==> src/rtl/rt_dbg_sba_obi_bridge.sv <==
// Bridges the debug module's SBA master port onto one OBI manager port. It allows a
// single outstanding transaction, checks an address window, and times out slow responses.
module rt_dbg_sba_obi_bridge #(
  parameter int unsigned          AddrWidth     = 32,
  parameter int unsigned          DataWidth     = 32,
  parameter logic [AddrWidth-1:0] WinStart      = 32'h0001_0000,
  parameter logic [AddrWidth-1:0] WinEnd        = 32'h0003_FFFF,
  parameter int unsigned          TimeoutCycles = 1024,
  localparam int unsigned         BeWidth       = DataWidth / 8
) (
  input  logic                 clk_i,
  input  logic                 rst_ni,
  input  logic                 sba_req_i,
  input  logic [AddrWidth-1:0] sba_addr_i,
  input  logic                 sba_we_i,
  input  logic [DataWidth-1:0] sba_wdata_i,
  input  logic [BeWidth-1:0]   sba_be_i,
  output logic                 sba_gnt_o,
  output logic                 sba_rvalid_o,
  output logic [DataWidth-1:0] sba_rdata_o,
  output logic                 sba_err_o,
  output logic                 obi_req_o,
  input  logic                 obi_gnt_i,
  output logic [AddrWidth-1:0] obi_addr_o,
  output logic                 obi_we_o,
  output logic [BeWidth-1:0]   obi_be_o,
  output logic [DataWidth-1:0] obi_wdata_o,
  input  logic                 obi_rvalid_i,
  input  logic [DataWidth-1:0] obi_rdata_i,
  input  logic                 obi_err_i,
  output logic                 busy_o
);

  localparam int unsigned CntWidth = $clog2(TimeoutCycles);
  localparam logic [CntWidth-1:0] CntLast = CntWidth'(TimeoutCycles - 1);
  localparam logic [DataWidth-1:0] TimeoutData = DataWidth'(32'hDEAD_BEEF);

  typedef enum logic [2:0] {
    IDLE,
    REQ,
    RESP,
    RSP,
    DRAIN_GNT,
    DRAIN_R
  } state_t;

  state_t               state_q;
  state_t               after_rsp_q;
  logic [CntWidth-1:0]  cnt_q;
  logic [AddrWidth-1:0] addr_q;
  logic                 we_q;
  logic [DataWidth-1:0] wdata_q;
  logic [BeWidth-1:0]   be_q;
  logic                 obi_req_q;
  logic                 rvalid_q;
  logic [DataWidth-1:0] rdata_q;
  logic                 err_q;

  logic in_window;
  logic cnt_last;

  assign in_window = (sba_addr_i >= WinStart) && (sba_addr_i <= WinEnd) &&
                     (sba_addr_i[1:0] == 2'b00);
  assign cnt_last  = (cnt_q == CntLast);

  // NOTE: sba_gnt_o is the only combinational output; it is gated by rst_ni so every
  // output reads 0 while reset is held, even if the debug module keeps requesting.
  assign sba_gnt_o    = rst_ni && (state_q == IDLE) && sba_req_i;
  assign sba_rvalid_o = rvalid_q;
  assign sba_rdata_o  = rdata_q;
  assign sba_err_o    = err_q;
  assign obi_req_o    = obi_req_q;
  assign obi_addr_o   = addr_q;
  assign obi_we_o     = we_q;
  assign obi_be_o     = be_q;
  assign obi_wdata_o  = wdata_q;
  assign busy_o       = (state_q != IDLE);

  always_ff @(posedge clk_i or negedge rst_ni) begin
    if (!rst_ni) begin
      // NOTE: the payload latches are ordinary flops that drive outputs, so they are
      // reset too; only storage arrays would be left unreset.
      state_q     <= IDLE;
      after_rsp_q <= IDLE;
      cnt_q       <= '0;
      addr_q      <= '0;
      we_q        <= 1'b0;
      wdata_q     <= '0;
      be_q        <= '0;
      obi_req_q   <= 1'b0;
      rvalid_q    <= 1'b0;
      rdata_q     <= '0;
      err_q       <= 1'b0;
    end else begin
      // NOTE: non-blocking defaults first, case branches override later in the block;
      // the last scheduled assignment wins, so rvalid_q is a single-cycle pulse.
      rvalid_q <= 1'b0;
      if ((state_q == REQ || state_q == RESP) && !cnt_last) cnt_q <= cnt_q + 1'b1;

      unique case (state_q)
        IDLE: begin
          if (sba_req_i) begin
            addr_q  <= sba_addr_i;
            we_q    <= sba_we_i;
            wdata_q <= sba_wdata_i;
            be_q    <= sba_be_i;
            if (in_window) begin
              state_q   <= REQ;
              obi_req_q <= 1'b1;
              cnt_q     <= '0;
            end else begin
              state_q     <= RSP;
              after_rsp_q <= IDLE;
              rvalid_q    <= 1'b1;
              rdata_q     <= '0;
              err_q       <= 1'b1;
            end
          end
        end
        REQ: begin
          if (obi_gnt_i) begin
            obi_req_q <= 1'b0;
            state_q   <= RESP;
          end else if (cnt_last) begin
            // The request stays asserted: OBI does not allow it to be withdrawn.
            state_q     <= RSP;
            after_rsp_q <= DRAIN_GNT;
            rvalid_q    <= 1'b1;
            rdata_q     <= TimeoutData;
            err_q       <= 1'b1;
          end
        end
        RESP: begin
          if (obi_rvalid_i) begin
            state_q     <= RSP;
            after_rsp_q <= IDLE;
            rvalid_q    <= 1'b1;
            rdata_q     <= we_q ? '0 : obi_rdata_i;
            err_q       <= obi_err_i;
          end else if (cnt_last) begin
            state_q     <= RSP;
            after_rsp_q <= DRAIN_R;
            rvalid_q    <= 1'b1;
            rdata_q     <= TimeoutData;
            err_q       <= 1'b1;
          end
        end
        RSP: begin
          // A late grant or beat can land during the response cycle itself.
          if (after_rsp_q == DRAIN_GNT && obi_gnt_i) begin
            obi_req_q <= 1'b0;
            state_q   <= DRAIN_R;
          end else if (after_rsp_q == DRAIN_R && obi_rvalid_i) begin
            state_q <= IDLE;
          end else begin
            state_q <= after_rsp_q;
          end
        end
        DRAIN_GNT: begin
          if (obi_gnt_i) begin
            obi_req_q <= 1'b0;
            state_q   <= DRAIN_R;
          end
        end
        DRAIN_R: begin
          if (obi_rvalid_i) state_q <= IDLE;
        end
        default: state_q <= IDLE;
      endcase
    end
  end

  // A response beat with nothing outstanding means the fabric is out of step with us.
  assert property (@(posedge clk_i) disable iff (!rst_ni)
    !(obi_rvalid_i && (state_q == IDLE || state_q == REQ)));

endmodule

==> config.mk <==
export PLATFORM = sky130hd
export DESIGN_NAME = rt_dbg_sba_obi_bridge
export DESIGN_NICKNAME = d
export VERILOG_FILES = /design/src/rtl/rt_dbg_sba_obi_bridge.sv
export SDC_FILE = /design/constraint.sdc
export NUM_CORES = 1
export LEC_CHECK = 0
export ABC_AREA = 1
export BUFFER_PORTS_ARGS = -buffer_cell sky130_fd_sc_hd__buf_4
export CORE_AREA = 3 3 144 146
export CTS_CLUSTER_SIZE = 40
export DETAILED_ROUTE_END_ITERATION = 10
export DIE_AREA = 0 0 147 149
export PLACE_DENSITY = 0.64
export SETUP_SLACK_MARGIN = 0.5
export SYNTH_ARGS = -nofsm -noshare
export SYNTH_HDL_FRONTEND = slang
export SYNTH_SLANG_ARGS = --single-unit
==> constraint.sdc <==
create_clock -name clk_i -period 2.8 [get_ports clk_i]
set_clock_uncertainty 0.1 [all_clocks]
set_input_delay 0.14 -clock clk_i [delete_from_list [all_inputs] [get_ports clk_i]]
set_output_delay 0.14 -clock clk_i [all_outputs]
set_load 0.02 [all_outputs]
# Yosys cells after proc, flatten, opt, wreduce, memory -nomap -nowiden
# Index checks and enable logic that the tools add are counted.
# op_classes
n_reduce_logical,20
eq_ne,18
muxes,45
n_lt_le_gt_ge,2
n_addsub,1
# op_table
cell,count
2-to-1 mux 32 bit,6
one-hot mux 32 bit (3 select lines),1
2-to-1 mux 3 bit,14
2-to-1 mux 10 bit,4
greater-or-equal comparator 32 x 17 -> 1 bit (second input constant),1
less-or-equal comparator 32 x 18 -> 1 bit (second input constant),1
one-hot mux 3 bit (6 select lines),1
!= test 2 bit (second input constant),8
2-to-1 mux 1 bit,14
== test 3 bit (second input constant),4
adder 10 x 1 -> 10 bit (second input constant),1
== test 10 bit (second input constant),1
one-hot mux 1 bit (3 select lines),3
one-hot mux 3 bit (3 select lines),1
nonzero test 3 bit,3
logical AND 1 bit,7
== test 3 x 2 -> 1 bit (second input constant),2
AND reduction 6 bit,1
AND reduction 5 bit,1
AND reduction 4 bit,1
== test 3 x 1 -> 1 bit (second input constant),1
zero test 3 bit,1
!= test 3 bit (second input constant),1
AND reduction 3 bit,1
other kinds (7),7
# totals
out_inout_bits,106
register_bits,120
inputBits,107
wordCells,97

# Depth between registers and ports, before layout
# Gate-level depths: netlist (run 1).
# depth
depth_word,7
ltp_mapped,11
mapped_depth_nobuf,10

# Worst setup path before layout (run 1)
# OpenSTA, ideal clock, no wires.
# synth_timing
path_type,register to register
startpoint,register cnt_q[0]
endpoint,register rdata_q[27] (netlist: sba_rdata_o[27])
path_stages_with_launch,10
path_slack_ps,1171
period_less_slack_ps,1629
arrival_time_ps,1407
required_ps,2578
n_path_buf,2
setup_time_ps,122
path_cell_list,dfrtp_1 ha_1 nand2_1 nor2_1 nand3_1 buf_4 buf_2 nand2_1 a21oi_1 o21ai_1
# synth_between
elab_chain_cells,4
word_cells_on_any_way,5
classes_between,1 x eq/ne; 4 x mux
# synth_rtl
item,line_no,source
from (decl),49,logic [CntWidth-1:0] cnt_q;
from (signal assigned),98,if ((state_q == REQ || state_q == RESP) && !cnt_last) cnt_q <= cnt_q + 1'b1;
== test 10 bit *,64,assign cnt_last = (cnt_q == CntLast);
2-to-1 mux 32 bit *,-,
"2-to-1 mux 32 bit, on equally long branches",-,
one-hot mux 32 bit (3 select lines) *,-,
to (signal assigned),129,rdata_q <= TimeoutData;
to (signal assigned),138,rdata_q <= we_q ? '0 : obi_rdata_i;
to (signal assigned),144,rdata_q <= TimeoutData;
to (decl),56,logic [DataWidth-1:0] rdata_q;
# Every way passes the cells marked *; elsewhere a longest branch is shown, timed or not. The select of a mux whose other input is x is not followed.
# A chain may end at the register's enable or synchronous reset.

# Worst setup path in the final report (run 1)
# layout_timing
startpoint,register state_q[0]
endpoint,register addr_q[10] (netlist: obi_addr_o[10])
# layout_between
elab_chain_cells,2
# layout_rtl
item,line_no,source
from (decl),47,state_t state_q;
from (signal assigned),156,state_q <= after_rsp_q;
zero test 3 bit,100,unique case (state_q)
AND reduction 2 bit (no source line),-,
to (signal assigned),103,addr_q <= sba_addr_i;
to (decl),50,logic [AddrWidth-1:0] addr_q;
# Every way passes these cells.

==> impl_metrics.toml, run 1 <==
[placed_design]
port_buffers = 212
post_dp_cell_area_mm2 = 0.007619
dpl.hpwl_mm = 11.81
gp_congestion = 0.8524

[drt]
drt_pass1_iterations = 4
vias = 5913
detail-route-antenna-nets = 0
drc_errors = 0
wirelength_mm = 17.76
wl_per_cell_um = 12.87
vias_per_cell = 4.285
drtIter0Drc = 256

[cts]
path_clk_slew_ns = 0.06
clk_path_buf_depth = 2
cts_max_level = 4
clk_latency_ns = 0.41
numCtsBuffers = 17
cts_root_buffer = "clkbuf_16"
post-cts-setup-buffers = 0
cts.sinks = 119
cts_tree = "built"

[min_path]
hold_class = "in2reg"
min_from = "obi_rdata_i[25]"
holdPathStages = 5
hold_end = "sba_rdata_o[25]$_DFFE_PN0P_"

[floorplanning]
num_rows = 51
die-area_mm2 = 0.02190
die_height_um = 149
die_w_um = 147
initial_core_util_pct = 29.90
coreArea_mm2 = 0.01953
io_pins = 213

[power_and_ir_drop]
power.density_mw_per_mm2 = 1029
vdd_drop_max_v = 0.0004354
p_sw_w = 0.004121
p_comb_share_pct = 47.8
seqPwrFrac_pct = 31.5
p_clk_share_pct = 20.7
netSwitchingFraction_pct = 43.68
power_leakage_nw = 5.142
p_int_w = 0.005315

[cells_and_area]
drive_gt1_share_pct = 24.30
syn_to_final_growth_pct = 57.05
layout_commonest_cell = "nand2_1"
design_area_mm2 = 0.009169
fin_nets = 1210
final_cell_mix = "nand2_1 (393), buf_4 (219), dfrtp_1 (119)"
insertedDiodeCount = 0
num-fill-cells = 1897

[synth]
synth_seq_cells = 119
yosysSeqAreaShare_pct = 51.01
ys.warnings.count = 0
syn_area_per_cell_um2 = 7.390
synthCells = 790
yosysUniqueCellTypes = 27
syn_nets = 898
synth_area_mm2 = 0.005838

[worst_setup_path]
worstPathArrival_ns = 2.30
rr_endpoint = "obi_addr_o[10]$_DFFE_PN0P_"
end_kind = "flip-flop"
worstPathCellList = "nor2_2, inv_2, nor2_4, inv_2, nor2_4, inv_2, buf_4, nand2_1, nand2_1"
slowest_stage = "inv_2"
worst-endpoint-required_ns = 3.04
path_max_fanout = 57
r2r_cells = 9
cp-start-kind = "flip-flop"
path_common_cell = "inv_2"
max_stage_delay_ns = 0.66
regToRegStartpoint = "state_q[0]$_DFFE_PN0P_"
crit_type = "reg2reg"
r2r_slack_ns = 0.74

[sta]
fin_crit_sh_pct = 73.48
worst_slew_pin_slew_ns = 0.9591
fin_setup_tns_ns = 0
max_freq_ghz = 0.4860
slew_viol_final = 0
hold_violations = 0
period_needed_ns = 2.057
setup_viol = 0
relSlewSlack_pct = 36.06
rsz0062_at_grt = "no"

[global_route]
grt-ovfl-total = 0
antenna_found_initial = 0
grt_use_total_pct = 16.34
grt_pass1_wl_mm = 28.91
grt_pass1_vias = 5777
grt_max_degree = 120

[flow_run]
maxCapViolations = 0

[outcome]
outcome = "complete, no violations"
[power by group through the flow]
stage	Clock, W	Sequential (W)	Combinational (W)
after floorplan	0	0.00373	0.00199
after global placement	0	0.00298	0.00439
after detailed placement	0	0.00299	0.00444
after CTS	0.00202	0.00297	0.00456
after global routing	0.00209	0.00307	0.00499
final	0.00195	0.00298	0.00451
[flip-flops by register name, summed over array words and instances, names as in the netlist]
| register | flops |
|---|---|
| sba_rvalid_o | 1 |
| obi_addr_o | 32 |
| obi_wdata_o | 32 |
| sba_rdata_o | 32 |
| state_q | 3 |
| obi_be_o | 4 |
| sba_err_o | 1 |
| obi_we_o | 1 |
| after_rsp_q | 2 |
| obi_req_o | 1 |
| cnt_q | 10 |
[cells in the mapped netlist, drive strengths merged]
master  count  share of area (%)
dfrtp     119                 51
o211ai      1               0.13
nand4       8               0.86
nand2     394                 25
or2         1               0.11
nand3      64                6.0
buf        29                3.8
a21oi      10               0.86
ha          1               0.21
o21ai      16                1.4
clkinv      2               0.13
o21bai      1               0.13
inv        93                6.0
nand3b      3               0.39
nor3        5               0.43
nor2       41                3.0
a31oi       2               0.21
[layout make-up]
cell class	count	area (µm²)	share of cell area [%]
timing repair buffer	322	2686	29.30
sequential	119	2978	32.48
clock buffer	17	425.4	4.640
clock inverter	15	105.1	1.146
inverter	95	356.6	3.889
multi-input combinational	547	2286	24.93
tap	265	331.6	3.616
[routing by layer]
| metal | track usage (%) | wire, µm | vias up | part of all wire, % |
|---|---|---|---|---|
| met5 | 0 | 0 | - | 0 |
| met4 | 5.172 | 279 | 0 | 1.6 |
| met3 | 3.950 | 847 | 16 | 4.8 |
| met2 | 27.63 | 8841 | 163 | 50 |
| met1 | 20.74 | 7791 | 2712 | 44 |
| li1 | - | - | 3022 | - |
[how the worst max path moves through the flow]
stage / from / endpoint / slack [ns]
final: state_q[0]$_DFFE_PN0P_ / obi_addr_o[10]$_DFFE_PN0P_ / 0.74
after global placement: cnt_q[0]$_DFF_PN0_ / after_rsp_q[2]$_DFFE_PN0P_ / 0.64
after detailed placement: state_q[0]$_DFFE_PN0P_ / after_rsp_q[2]$_DFFE_PN0P_ / 0.60
after CTS: state_q[0]$_DFFE_PN0P_ / after_rsp_q[2]$_DFFE_PN0P_ / 0.58
after floorplan: cnt_q[0]$_DFF_PN0_ / sba_rdata_o[27]$_DFFE_PN0P_ / 1.17
after global routing: cnt_q[0]$_DFF_PN0_ / after_rsp_q[0]$_DFFE_PN0P_ / 0.54
[worst max-delay path: cells and delay by family (launching register included)]
| kind | cells | cell delay, ns |
|---|---|---|
| flip-flops | 1 | 0.43 |
| buffers and inverters | 4 | 1.14 |
| AND/OR/NAND/NOR | 5 | 0.30 |
[repair_timing]
item	in CTS	in global routing
setup endpoints to repair	0	22
endpoints found under the hold margin	219	0
gates resized for setup	0	2
hold buffers	101	0
[logic make-up after synthesis]
group	count (synthesis)	synth area share [%]
AO/OA/AOI/OAI	30	2.765
buffers and inverters	124	9.923
flip-flops	119	51.01
adder cells (fa/ha/maj)	1	0.2143
AND/OR/NAND/NOR	516	36.09
[through the flow]
stage               setup WS (ns)  total power (W)  std cells  hold WS (ns)  util, %
detailed placement         0.5965         0.007434       1247        0.2451    39.02
global route               0.5366          0.01016       1380       0.03908    46.96
floorplan                   1.171         0.005720        790       -0.2556        -
CTS                        0.5800         0.009554       1380      0.007942    46.91
global placement           0.6415         0.007371       1247        0.2413    39.02
finish                     0.7425         0.009436       1380       0.02560    46.96
(Power assumes the default switching activity.)
==> inputs of run 2 (changes only) <==
==> constraint.sdc (replaced) <==
create_clock -name clk_i -period 1.9 [get_ports clk_i]
set_clock_uncertainty 0.1 [all_clocks]
set_input_delay 0.095 -clock clk_i [delete_from_list [all_inputs] [get_ports clk_i]]
set_output_delay 0.095 -clock clk_i [all_outputs]
set_load 0.02 [all_outputs]
==> run 2 against run 1 <==
Effect of this change:
- the flow now finishes with violations (setup timing)
- critical endpoint is now sba_rdata_o[24]$_DFFE_PN0P_
- sequential share of layout area fell by 6.7 points
- highest routed layer unchanged
- register-to-register slack lost 0.76 ns
- total power increased by 100%
==> impl_metrics.toml, run 2 (synthesized netlist as in run 1, its figures left out) <==
[worst_setup_path]
regToRegStartpoint = "state_q[1]$_DFFE_PN0P_"
r2r_slack_ns = -0.02
rr_endpoint = "sba_rdata_o[24]$_DFFE_PN0P_"
timing.critical_path.from = "state_q[1]$_DFFE_PN0P_"
worstPathArrival_ns = 2.09
cp-start-kind = "flip-flop"
worst-endpoint-required_ns = 2.07
endpoint = "sba_rdata_o[24]$_DFFE_PN0P_"
r2r_cells = 11
path_max_fanout = 4
crit_type = "reg2reg"
end_kind = "flip-flop"

[flow_run]
maxCapViolations = 0

[sta]
fin_crit_sh_pct = 101.1
relSlewSlack_pct = 53.32
slew_viol_final = 0
max_freq_ghz = 0.5204
setup_viol = 1
setup_slack_ns = -0.02145
rsz0062_at_grt = "yes"
hold_violations = 0
period_needed_ns = 1.921
worst_slew_pin_slew_ns = 0.7003

[placed_design]
dp_cells = 1250
gp_congestion = 0.8298
port_buffers = 212
dp_slack_ns = 0.08117
dpl.hpwl_mm = 11.90

[global_route]
antenna_found_initial = 0
grt-ovfl-total = 0
grt_pass1_wl_mm = 36.78
grt_pass1_vias = 6875
grt_max_degree = 120
grt_use_total_pct = 21.26

[cts]
cts.sinks = 119
cts_tree = "built"
clk_latency_ns = 0.40
clk_path_buf_depth = 2
numCtsBuffers = 17
path_clk_slew_ns = 0.06
cts_root_buffer = "clkbuf_16"
cts_max_level = 4

[outcome]
outcome = "finished with violations"
failed_checks = "setup timing"

[floorplanning]
die-area_mm2 = 0.02190
io_pins = 213
num_rows = 51
initial_core_util_pct = 29.90
die_w_um = 147
coreArea_mm2 = 0.01953
die_height_um = 149

[power_and_ir_drop]
power_leakage_nw = 6.168
vdd_drop_max_v = 0.0006596
power.density_mw_per_mm2 = 1655

[drt]
drtIter0Drc = 446
detail-route-antenna-nets = 0
drc_errors = 0
wl_per_cell_um = 16.94
drt_pass1_iterations = 5
wirelength_mm = 24.97
vias_per_cell = 4.676
vias = 6892

[cells_and_area]
fin_nets = 1304
drive_gt1_share_pct = 42.35
syn_to_final_growth_pct = 97.88
final_cell_mix = "nand2_1 (290), buf_4 (234), dfrtp_1 (116)"
utilization_pct = 59.16
layout_commonest_cell = "nand2_1"
insertedDiodeCount = 0
layout.cells.non_filler = 1474

[min_path]
hold_class = "in2reg"
==> run 2: cell count changes in the layout (fill, tap and decap cells not counted), moves of 7 or more <==
cell | previous run | this run
buf_16 | 0 | 18
buf_4 | 219 | 234
nand2_2 | 1 | 79
dlygate4sd3_1 | 101 | 109
nand2_1 | 393 | 290
nor2_4 | 2 | 9
buf_12 | 1 | 17
nand2_4 | 0 | 22
nand3_2 | 4 | 24
buf_6 | 1 | 26
nor2_1 | 37 | 30
nand3_1 | 59 | 32
nand3_4 | 1 | 8
==> run 2: worst max-delay path, cell delays in order, from the launching register on <==
cell	delay, ns
dfrtp_1	0.41
nor2_2	0.17
inv_2	0.07
nor2_4	0.16
inv_2	0.08
nor2_4	0.15
buf_6	0.13
buf_12	0.11
buf_12	0.11
nand2_8	0.06
nand4_1	0.13
nand2_1	0.12
==> run 2: final cells by class <==
type                       count  area [µm²]
fill                        1533        7974
multi-input combinational    547        2999
tap                          265       331.6
clock inverter                14       185.2
sequential                   119        2982
timing repair inverter         1       7.507
timing repair buffer         415        4227
clock buffer                  18       439.2
inverter                      95       381.6
==> run 2: per-stage QoR <==
| step | instance area, µm² | total power, W | hold slack [ns] | setup TNS (ns) |
|---|---|---|---|---|
| 2_1_floorplan | 5927 | 0.008550 | -0.3006 | 0 |
| 4_1_cts | 10790 | 0.01730 | 0.004809 | 0 |
| 6_report | 11550 | 0.01912 | 0.03101 | -0.02145 |
| 5_1_grt | 11550 | 0.02017 | 0.08707 | -0.2813 |
| 3_3_place_gp | 7779 | 0.01118 | 0.1968 | 0 |
| 3_5_place_dp | 7779 | 0.01128 | 0.1996 | 0 |
==> run 2: per-layer routing <==
| layer | part of all wire [%] | track usage, % | routed length [µm] | up-vias |
|---|---|---|---|---|
| met2 | 50 | 36.44 | 12580 | 290 |
| met4 | 4.2 | 9.459 | 1047 | 0 |
| met3 | 5.6 | 4.467 | 1399 | 70 |
| met5 | 0 | 0 | 0 | - |
| li1 | - | - | - | 3239 |
| met1 | 40 | 25.92 | 9943 | 3293 |
==> run 2: what timing repair did <==
action                                  in CTS  in global routing
pin swaps                                   32                 39
resized for setup                          105                149
cloned                                      22                  7
setup buffers                               43                 11
hold endpoints to repair                   230                  0
endpoints found under the setup margin     121                121
hold buffers                               109                  0
==> run 2: worst min-delay path by stage <==
stage	endpoint	slack, ns	from	cells past startpoint
after global placement	obi_addr_o[7]$_DFFE_PN0P_	0.20	sba_addr_i[7]	3
after global routing	cnt_q[5]$_DFF_PN0_	0.09	sba_addr_i[1]	7
after CTS	cnt_q[5]$_DFF_PN0_	0.005	sba_addr_i[24]	7
after floorplan	after_rsp_q[0]$_DFFE_PN0P_	-0.30	rst_ni	0
final	cnt_q[5]$_DFF_PN0_	0.03	sba_addr_i[22]	7
after detailed placement	obi_wdata_o[10]$_DFFE_PN0P_	0.20	sba_wdata_i[10]	3
==> run 2: where the power goes <==
part | leakage (nW) | internal [W] | switching [W] | total (W)
registers | 1.52 | 0.00365 | 0.000945 | 0.00459
clock network | 0.296 | 0.00213 | 0.00128 | 0.00341
logic | 4.35 | 0.00526 | 0.00585 | 0.0111
total | 6.17 | 0.0110 | 0.00808 | 0.0191
==> inputs of run 3 (changes only) <==
--- a/config.mk
+++ b/config.mk
@@ -11,7 +11,7 @@
 export CTS_CLUSTER_SIZE = 40
 export DETAILED_ROUTE_END_ITERATION = 10
 export DIE_AREA = 0 0 147 149
-export PLACE_DENSITY = 0.64
+export PLACE_DENSITY = 0.49
 export SETUP_SLACK_MARGIN = 0.5
 export SYNTH_ARGS = -nofsm -noshare
 export SYNTH_HDL_FRONTEND = slang
==> run 3 against run 2 <==
Effect of this change:
- the flow now finishes without violations
- via count fell by 5.5%
- count of clock-buffer cells in the layout grew 1
- non-clock buffer count down 12
- utilization decreased by 1.2 points
- fmax rose by 4.0%
- design area down 2.0%
- sequential share of layout area is 0.50 points higher
- wire length shrank 8.8%
- hold slack worse by 0.013 ns
- first-iteration DRC count shrank 30%
- cell count fell by 0.75%
- critical path type unchanged
- largest cell class unchanged
- highest routed layer unchanged
==> impl_metrics.toml, run 3 (synthesized netlist as in run 1, its figures left out) <==
[drt]
drt_pass1_iterations = 4
wirelength_mm = 22.76
drtIter0Drc = 310
drc_errors = 0
vias = 6510
wl_per_cell_um = 15.56
detail-route-antenna-nets = 0
vias_per_cell = 4.450

[worst_setup_path]
crit_type = "reg2reg"
worst-endpoint-required_ns = 2.11
regToRegStartpoint = "state_q[0]$_DFFE_PN0P_"
timing.critical_path.from = "state_q[0]$_DFFE_PN0P_"
end_kind = "flip-flop"
path_max_fanout = 12
worstPathArrival_ns = 2.05
cp-start-kind = "flip-flop"

[power_and_ir_drop]
p_total_w = 0.01848
vdd_drop_max_v = 0.0008351
power.density_mw_per_mm2 = 1632
p_clk_share_pct = 17.7
p_sw_w = 0.007592
seqPwrFrac_pct = 23.7
netSwitchingFraction_pct = 41.08
p_int_w = 0.01089
power_leakage_nw = 6.183
p_comb_share_pct = 58.5

[floorplanning]
die_w_um = 147
num_rows = 51
coreArea_mm2 = 0.01953
die_height_um = 149
io_pins = 213
initial_core_util_pct = 29.90
die-area_mm2 = 0.02190

[sta]
max_freq_ghz = 0.5411
rsz0062_at_grt = "yes"
setup_viol = 0
fin_crit_sh_pct = 97.26
slew_viol_final = 0
worst_slew_pin_slew_ns = 0.7052
period_needed_ns = 1.848
hold_violations = 0
relSlewSlack_pct = 52.99

[global_route]
grtUsageMet2_pct = 35.26
grt-ovfl-total = 0
met3_usage_pct = 4.132
antenna_found_initial = 0
gr-usage-met1_pct = 26.16
grt_pass1_wl_mm = 35.49
grt_pass1_vias = 6515
grt_use_total_pct = 20.43
busiest_layer = "met2"
grt_max_degree = 120

[cells_and_area]
insertedDiodeCount = 0
drive_gt1_share_pct = 39.15
layout.cells.non_filler = 1463
syn_to_final_growth_pct = 93.93
layout_commonest_cell = "nand2_1"
fin_nets = 1293
num-fill-cells = 1748
utilization_pct = 57.98
final_cell_mix = "nand2_1 (317), buf_4 (234), dfrtp_1 (118)"

[cts]
clk_path_buf_depth = 2
cts_root_buffer = "clkbuf_16"
cts.sinks = 119
numCtsBuffers = 17
cts_max_level = 4
clk_latency_ns = 0.42
cts_tree = "built"
path_clk_slew_ns = 0.06

[outcome]
outcome = "complete, no violations"

[flow_run]
maxCapViolations = 0

[min_path]
min_from = "sba_addr_i[16]"
hold_class = "in2reg"

[placed_design]
port_buffers = 212
gp_congestion = 0.8224
dp_cells = 1257
dpl.hpwl_mm = 12.86
run 3: worst max-delay path, stage by stage (launching register included):
cell and delay (ns):
dfrtp_1 0.42, nor2_2 0.15, inv_2 0.07, nor2_4 0.15, inv_2 0.07, nor2_4 0.15, buf_12 0.14, inv_16 0.06
bufbuf_16 0.28, nand2_1 0.07, nand2_1 0.06
run 3: final timing paths:
path	end	slack, ns	cells past startpoint
min reg2reg	obi_addr_o[5]$_DFFE_PN0P_	0.37	2
min in group asynchronous	cnt_q[5]$_DFF_PN0_	0.22	3
min	cnt_q[5]$_DFF_PN0_	0.02	6
max reg2reg	obi_wdata_o[27]$_DFFE_PN0P_	0.05	10
max in group asynchronous	state_q[2]$_DFFE_PN0P_	0.90	3
max	obi_wdata_o[27]$_DFFE_PN0P_	0.05	10
run 3: power by group through the flow:
stage | logic (W) | clock network (W) | registers [W]
final | 0.0108 | 0.00328 | 0.00439
after global routing | 0.0116 | 0.00347 | 0.00454
after CTS | 0.00986 | 0.00335 | 0.00434
after detailed placement | 0.00708 | 0 | 0.00438
after global placement | 0.00708 | 0 | 0.00436
after floorplan | 0.00305 | 0 | 0.00550
run 3: area by class of cell:
class | count | area (µm²) | share of cell area (%)
Inverter | 95 | 377.9 | 3.337
Clock buffer | 19 | 452.9 | 4.000
Sequential cell | 119 | 2979 | 26.31
Clock inverter | 13 | 143.9 | 1.271
Multi-Input combinational cell | 548 | 2935 | 25.93
Timing Repair Buffer | 403 | 4094 | 36.16
Timing Repair inverter | 1 | 7.507 | 0.06631
Tap cell | 265 | 331.6 | 2.929
run 3: repair_timing:
action | 4_1_cts | 5_1_grt
setup buffers | 33 | 10
pin swaps | 21 | 57
cloned | 22 | 5
endpoints found under the setup margin | 120 | 121
hold endpoints to repair | 228 | 0
hold buffers | 104 | 0
gates resized for setup | 81 | 134
run 3: metrics by stage:
| stage | area (µm²) | TNS (ns) | hold WS (ns) | worst slack [ns] |
|---|---|---|---|---|
| 2_1_floorplan | 5927 | 0 | -0.3006 | 0.3572 |
| 3_3_place_gp | 7831 | 0 | 0.1964 | 0.1167 |
| 3_5_place_dp | 7831 | 0 | 0.1978 | 0.08718 |
| 4_1_cts | 10650 | 0 | 0.006045 | 0.1432 |
| 5_1_grt | 11320 | -0.5177 | 0.04998 | -0.04636 |
| 6_report | 11320 | 0 | 0.01781 | 0.05203 |
run 3: metal layers:
metal	share of wire [%]	vias to the layer above
met2	51	165
met3	3.8	23
met5	0	-
met1	43	3089
li1	-	3233
met4	1.9	0
